**config.mk**
```make
export PLATFORM = sky130hd
export DESIGN_NAME = fetch_stage_flat
export DESIGN_NICKNAME = d
export VERILOG_FILES = /design/src/rtl/fetch_stage_if.sv /design/src/rtl/fetch_stage.sv /design/src/flat_wrapper.sv
export SDC_FILE = /design/constraint.sdc
export NUM_CORES = 1
export LEC_CHECK = 0
export CORE_MARGIN = 5
export CORE_UTILIZATION = 46
export DETAILED_ROUTE_END_ITERATION = 10
export PLACE_DENSITY_LB_ADDON = 0.15
export SYNTH_ARGS = -nofsm -noshare
export SYNTH_HDL_FRONTEND = slang
export SYNTH_SLANG_ARGS = --single-unit
export TNS_END_PERCENT = 50
```
**constraint.sdc**
```tcl
create_clock -name clk -period 2.63 [get_ports clk]
set_clock_uncertainty 0.2 [all_clocks]
set_input_delay 0.526 -clock clk [delete_from_list [all_inputs] [get_ports clk]]
set_output_delay 0.526 -clock clk [all_outputs]
set_load 0.03 [all_outputs]
```
**src/rtl/fetch_stage_if.sv**
```systemverilog
// Instruction-memory request/response bundle between the fetch stage and imem.
// Handshake: a request is accepted in any cycle where req and gnt are both 1; exactly one rvalid follows for it.
interface fetch_stage_if;
  logic        req;
  logic [31:0] addr;
  logic        gnt;
  logic        rvalid;
  logic [31:0] rdata;

  modport master (output req, addr, input gnt, rvalid, rdata);
  modport slave  (input req, addr, output gnt, rvalid, rdata);
endinterface

```
**src/rtl/fetch_stage.sv**
```systemverilog
// Instruction-fetch stage with IF/ID pipeline register.
// It allows one outstanding imem request at a time, and takes redirects from EX and stalls from the hazard unit.
module fetch_stage #(
  parameter logic [31:0] RESET_PC  = 32'h0000_0000,
  parameter logic [31:0] NOP_INSTR = 32'h0000_0013
) (
  input  logic               clk,
  input  logic               rst_n,
  fetch_stage_if.master      imem,
  input  logic               stall,
  input  logic               redirect_valid,
  input  logic [31:0]        redirect_pc,
  output logic               if_id_valid,
  output logic [31:0]        if_id_pc,
  output logic [31:0]        if_id_pc4,
  output logic [31:0]        if_id_instr,
  output logic [1:0]         dbg_state
);

  typedef enum logic [1:0] {
    BOOT = 2'd0,
    REQ  = 2'd1,
    WAIT = 2'd2,
    HOLD = 2'd3
  } state_e;

  state_e      state_q;
  logic [31:0] pc_q;
  logic [31:0] req_pc_q;
  logic [31:0] hold_q;
  logic        kill_q;
  logic        req_q;

  logic [31:0] redir_pc;
  logic        load_en;
  logic [31:0] load_word;

  assign redir_pc  = {redirect_pc[31:2], 2'b00};
  assign imem.req  = req_q;
  assign imem.addr = {pc_q[31:2], 2'b00};
  assign dbg_state = state_q;

  // IF/ID takes a fresh response directly, or the parked word once the stall clears.
  always_comb begin
    load_en   = 1'b0;
    load_word = hold_q;
    if (!stall && !redirect_valid) begin
      if (state_q == WAIT && imem.rvalid && !kill_q) begin
        load_en   = 1'b1;
        load_word = imem.rdata;
      end else if (state_q == HOLD) begin
        load_en = 1'b1;
      end
    end
  end

  always_ff @(posedge clk) begin
    if (!rst_n) begin
      state_q     <= BOOT;
      pc_q        <= RESET_PC;
      req_pc_q    <= RESET_PC;
      hold_q      <= NOP_INSTR;
      kill_q      <= 1'b0;
      req_q       <= 1'b0;
      if_id_valid <= 1'b0;
      if_id_pc    <= 32'd0;
      if_id_pc4   <= 32'd4;
      if_id_instr <= NOP_INSTR;
    end else begin
      if (redirect_valid) begin
        if_id_valid <= 1'b0;
        if_id_instr <= NOP_INSTR;
      end else if (!stall) begin
        if (load_en) begin
          if_id_valid <= 1'b1;
          if_id_pc    <= req_pc_q;
          if_id_pc4   <= req_pc_q + 32'd4;
          if_id_instr <= load_word;
        end else begin
          if_id_valid <= 1'b0;
          if_id_instr <= NOP_INSTR;
        end
      end

      case (state_q)
        BOOT: begin
          state_q <= REQ;
          req_q   <= !stall;
          if (redirect_valid) pc_q <= redir_pc;
        end
        REQ: begin
          if (req_q && imem.gnt) begin
            // The request is already accepted; a simultaneous redirect must discard its response.
            state_q  <= WAIT;
            req_q    <= 1'b0;
            req_pc_q <= pc_q;
            kill_q   <= redirect_valid;
            pc_q     <= redirect_valid ? redir_pc : pc_q + 32'd4;
          end else begin
            req_q <= !stall;
            if (redirect_valid) pc_q <= redir_pc;
          end
        end
        WAIT: begin
          if (imem.rvalid) begin
            kill_q <= 1'b0;
            if (redirect_valid) pc_q <= redir_pc;
            if (!kill_q && !redirect_valid && stall) begin
              hold_q  <= imem.rdata;
              state_q <= HOLD;
            end else begin
              state_q <= REQ;
              req_q   <= !stall;
            end
          end else if (redirect_valid) begin
            kill_q <= 1'b1;
            pc_q   <= redir_pc;
          end
        end
        HOLD: begin
          if (redirect_valid || !stall) begin
            state_q <= REQ;
            req_q   <= !stall;
            if (redirect_valid) pc_q <= redir_pc;
          end
        end
        default: state_q <= BOOT;
      endcase
    end
  end

endmodule

```
**src/flat_wrapper.sv**
```systemverilog
// flat-port wrapper written by rule: the top's interface ports become plain ports
module fetch_stage_flat 
#(
  parameter logic [31:0] RESET_PC  = 32'h0000_0000,
  parameter logic [31:0] NOP_INSTR = 32'h0000_0013
)
  (clk, rst_n, stall, redirect_valid, redirect_pc, if_id_valid, if_id_pc, if_id_pc4, if_id_instr, dbg_state, imem_req, imem_addr, imem_gnt, imem_rvalid, imem_rdata);
  fetch_stage_if imem_i ();
  input  logic clk;
  input  logic rst_n;
  input  logic stall;
  input  logic redirect_valid;
  input  logic [31:0] redirect_pc;
  output logic if_id_valid;
  output logic [31:0] if_id_pc;
  output logic [31:0] if_id_pc4;
  output logic [31:0] if_id_instr;
  output logic [1:0] dbg_state;
  output wire logic [$bits(imem_i.req)-1:0] imem_req;
  output wire logic [$bits(imem_i.addr)-1:0] imem_addr;
  input wire logic [$bits(imem_i.gnt)-1:0] imem_gnt;
  input wire logic [$bits(imem_i.rvalid)-1:0] imem_rvalid;
  input wire logic [$bits(imem_i.rdata)-1:0] imem_rdata;
  assign imem_req = imem_i.req;
  assign imem_addr = imem_i.addr;
  assign imem_i.gnt = imem_gnt;
  assign imem_i.rvalid = imem_rvalid;
  assign imem_i.rdata = imem_rdata;
  fetch_stage #(.RESET_PC(RESET_PC), .NOP_INSTR(NOP_INSTR)) u_core (.clk(clk), .rst_n(rst_n), .imem(imem_i), .stall(stall), .redirect_valid(redirect_valid), .redirect_pc(redirect_pc), .if_id_valid(if_id_valid), .if_id_pc(if_id_pc), .if_id_pc4(if_id_pc4), .if_id_instr(if_id_instr), .dbg_state(dbg_state));
endmodule
```
==> flow_metrics.tcl <==
set metrics [dict create \
    place.port_buffers 197 \
    grt_pass1_vias 7977 \
    wl_um 26190 \
    maxSlewViolCount 0 \
    worstPathCellList "clkdlybuf4s50_1" \
    synthXorXnorAreaFrac_pct 1.577 \
    cts_tree "done" \
    synthMuxAreaShare_pct 0.3378 \
    wl_per_cell_um 17.27 \
    critPathCaptureType "output pin" \
    power.density_nw_per_um2 550.8 \
    reg2reg_from "u_core.dbg_state[0]" \
    via_per_inst 5.604 \
    hp-start "u_core.if_id_pc[18]" \
    clock.fmax_ghz 0.3993 \
    start_util_pct 47.05 \
    cts-htree-levels 4 \
    tightest_slew_ns 0.4944 \
    critPathLaunch "u_core.pc_q[2]" \
    first_pass_iters 6 \
    track_usage_pct 23.59 \
    maxSlewHeadroom_pct 66.59 \
    core_um2 18890 \
    drt_iter0_markers 702 \
    ys_seq_area_share_pct 43.92 \
    drive_above_1_share_pct 8.519 \
    status "complete, no violations" \
    diodes 0 \
    dieArea_um2 22200 \
    synth-simple-area-share_pct 25.31 \
    r2r_cells 6 \
    yosys.cell_types.count 69 \
    synth_fa_ha_area_share_pct 0.9854 \
    place_area_um2 11040 \
    crit_fanout 7 \
    hpwl_um 18470 \
    final_nets 1320 \
    post_cts_buffers 0 \
    finalCriticalPeriod_ns 2.504 \
    synthArstFlopShare_pct 0 \
    irDropWorstVdd_v 0.0004804 \
    cts_buffer_depth 2 \
    cts_sinks 195 \
    stdcell_count 1516 \
    fillers 1732 \
    whs_ns 0.2537 \
    synth_compound_area_share_pct 19.78 \
    ios 202 \
    critPathBufInv 1 \
    required_ns 1.90 \
    grt_pass1_wl_um 42590 \
    netlist_area_um2 8889 \
    clockRootBuffer "clkbuf_16" \
    postLayoutCellArea_um2 11620 \
    area_delta_synth_final_pct 30.79 \
    finalCritPeriodShare_pct 95.21 \
    vias 8495 \
    reg2reg_to "u_core.pc_q[26]" \
    ys_seq_elements 195 \
    min_path_type "reg2reg" \
    antenna_found_initial 0 \
    synth_top_family_by_area "simple AND/OR/NAND/NOR gates" \
    avgSynthCellArea_um2 8.110 \
    fin_ws_ns 0.1259 \
    globalRoute.totalOverflow 0 \
    grt_max_degree 65 \
    setup_viol 0 \
    slowest_stage "clkdlybuf4s50_1" \
    hold_viol 0 \
    power.leakage_nw 3.867 \
    p_total_mw 6.403 \
    pre_cts_ws_ns -0.06088 \
    die_w_um 149.0 \
    drc 0 \
    grt_setup_unrepaired "no" \
    gp_congestion 0.8579 \
    crit_type "reg2out" \
    rrSetupSlack_ns 0.30 \
    crit_family "buffers and inverters" \
    placement_rows 50 \
    place_inst 1484 \
    final_util_pct 61.53 \
    syn-instance-count 1096 \
    arrival_ns 1.78 \
    min_delay_path_depth 2 \
    die_h_um 149.0 \
    maxCapViolations 0 \
    hold_path_end "u_core.if_id_pc[18]" \
    fin_setup_tns_ns 0 \
    synth_edf_count 0 \
    ant_nets 0 \
    synth-main-ff-cell "dfxtp_1" \
    crit_path_start_kind "register" \
    path_clk_slew_ns 0.07 \
    ys_warn_count 0 \
    numCtsBuffers 17 \
    slowest_delay_ns 0.80 \
    clock_latency_ns 0.43 \
]
-- power breakdown --
group | internal, mW | leakage [nW] | switching (mW)
sequential | 3.01 | 1.58 | 0.0883
clock | 1.36 | 0.287 | 1.22
combinational | 0.316 | 2.00 | 0.403
total | 4.69 | 3.87 | 1.71
-- layout make-up --
| type | instances | area (µm²) | area share, % |
|---|---|---|---|
| well taps | 260 | 325.3 | 2.798 |
| clock inverters | 14 | 142.6 | 1.227 |
| inverters | 9 | 35.03 | 0.3014 |
| clock buffers | 18 | 439.2 | 3.778 |
| multi-input cells | 770 | 4284 | 36.85 |
| repair buffers | 250 | 2495 | 21.46 |
| flip-flops and latches | 195 | 3904 | 33.58 |
-- synth_stat cells, types with 7 or more instances --
master / n / area, µm²
xor2_1: 10 / 87.58
nor3_1: 10 / 50.05
nand3_1: 41 / 205.2
a21oi_1: 108 / 540.5
and2_1: 8 / 50.05
nand4_1: 22 / 137.6
o31ai_1: 15 / 112.6
nor2b_1: 8 / 50.05
a31oi_1: 28 / 175.2
clkbuf_1: 59 / 221.5
and3_1: 13 / 81.33
or3_1: 13 / 81.33
ha_1: 7 / 87.58
buf_2: 16 / 80.08
or4_1: 15 / 112.6
dfxtp_1: 195 / 3904
inv_1: 8 / 30.03
nand2_1: 245 / 919.6
o21ai_0: 49 / 245.2
and4_1: 12 / 105.1
buf_4: 37 / 277.8
a222oi_1: 20 / 200.2
a211oi_1: 17 / 127.6
nor2_1: 43 / 161.4
-- tightest hold or removal path, stage by stage (launching register included) --
cell and delay [ns]:
dfxtp_1 0.31, nand2_1 0.05, a21oi_1 0.05
-- flip-flops by register name, summed over array words and instances, names as in the netlist --
register and count:
u_core.if_id_instr 32, u_core.pc_q 32, u_core.if_id_pc4 32, u_core.if_id_valid 1, u_core.hold_q 32, u_core.req_pc_q 32
u_core.imem.req 1, u_core.kill_q 1, u_core.if_id_pc 30, u_core.dbg_state 2
-- cells in the final DEF, fill, tap and decap left out, types with 6 or more instances in the layout --
cell             Yosys  final
dfxtp_1            195    195
nand4_1             22     22
nor2_1              43     43
a21oi_1            108    108
and2_1               8      7
clkdlybuf4s50_1      0    197
clkbuf_16            0     17
and3_1              13     13
or3_1               13     13
a211oi_1            17     17
nand2_1            245    245
buf_12               0     10
a311oi_1             6      6
and4_1              12     12
a222oi_1            20     20
a31oi_1             28     28
o31ai_1             15     15
xnor2_1              6      6
nand3_1             41     41
nor3_1              10      9
nor4_1               6      6
nor2b_1              8      8
o21ai_0             49     49
or4_1               15     15
ha_1                 7      7
xor2_1              10     10
inv_1                8      8
buf_4               37     43
-- timing repair --
action                                  CTS  global route
hold buffers                              0             0
resized for setup                         0             1
endpoints found under the setup margin    0            15
-- how the worst max path moves through the flow --
stage,end,slack [ns],depth (start not counted)
2_1_floorplan,u_core.if_id_pc4[0],0.32,8
3_5_place_dp,u_core.if_id_instr[30],-0.06,5
6_report,imem_addr[2],0.13,1
5_1_grt,imem_addr[2],0.08,1
4_1_cts,imem_addr[9],0.12,2
3_3_place_gp,u_core.if_id_instr[6],-0.005,5
-- cell families (layout without fill, tap and decap cells) --
logic type | Yosys count | count (layout)
muxes | 3 | 3
other | 1 | 2
xor gates and xnor gates | 16 | 16
and+or+nand+nor | 464 | 464
AOI/OAI and AO/OA | 278 | 278
DFF | 195 | 195
buffers and inverters | 132 | 291
adders and majority gates | 7 | 7
-- routing by layer --
layer / GRT usage [%] / share of wire, %
met1: 33.76 / 45
met2: 35.03 / 44
met3: 4.983 / 7.4
met4: 8.650 / 2.8
met5: 0 / 0
No activity file was read; power rests on OpenSTA's default activity.
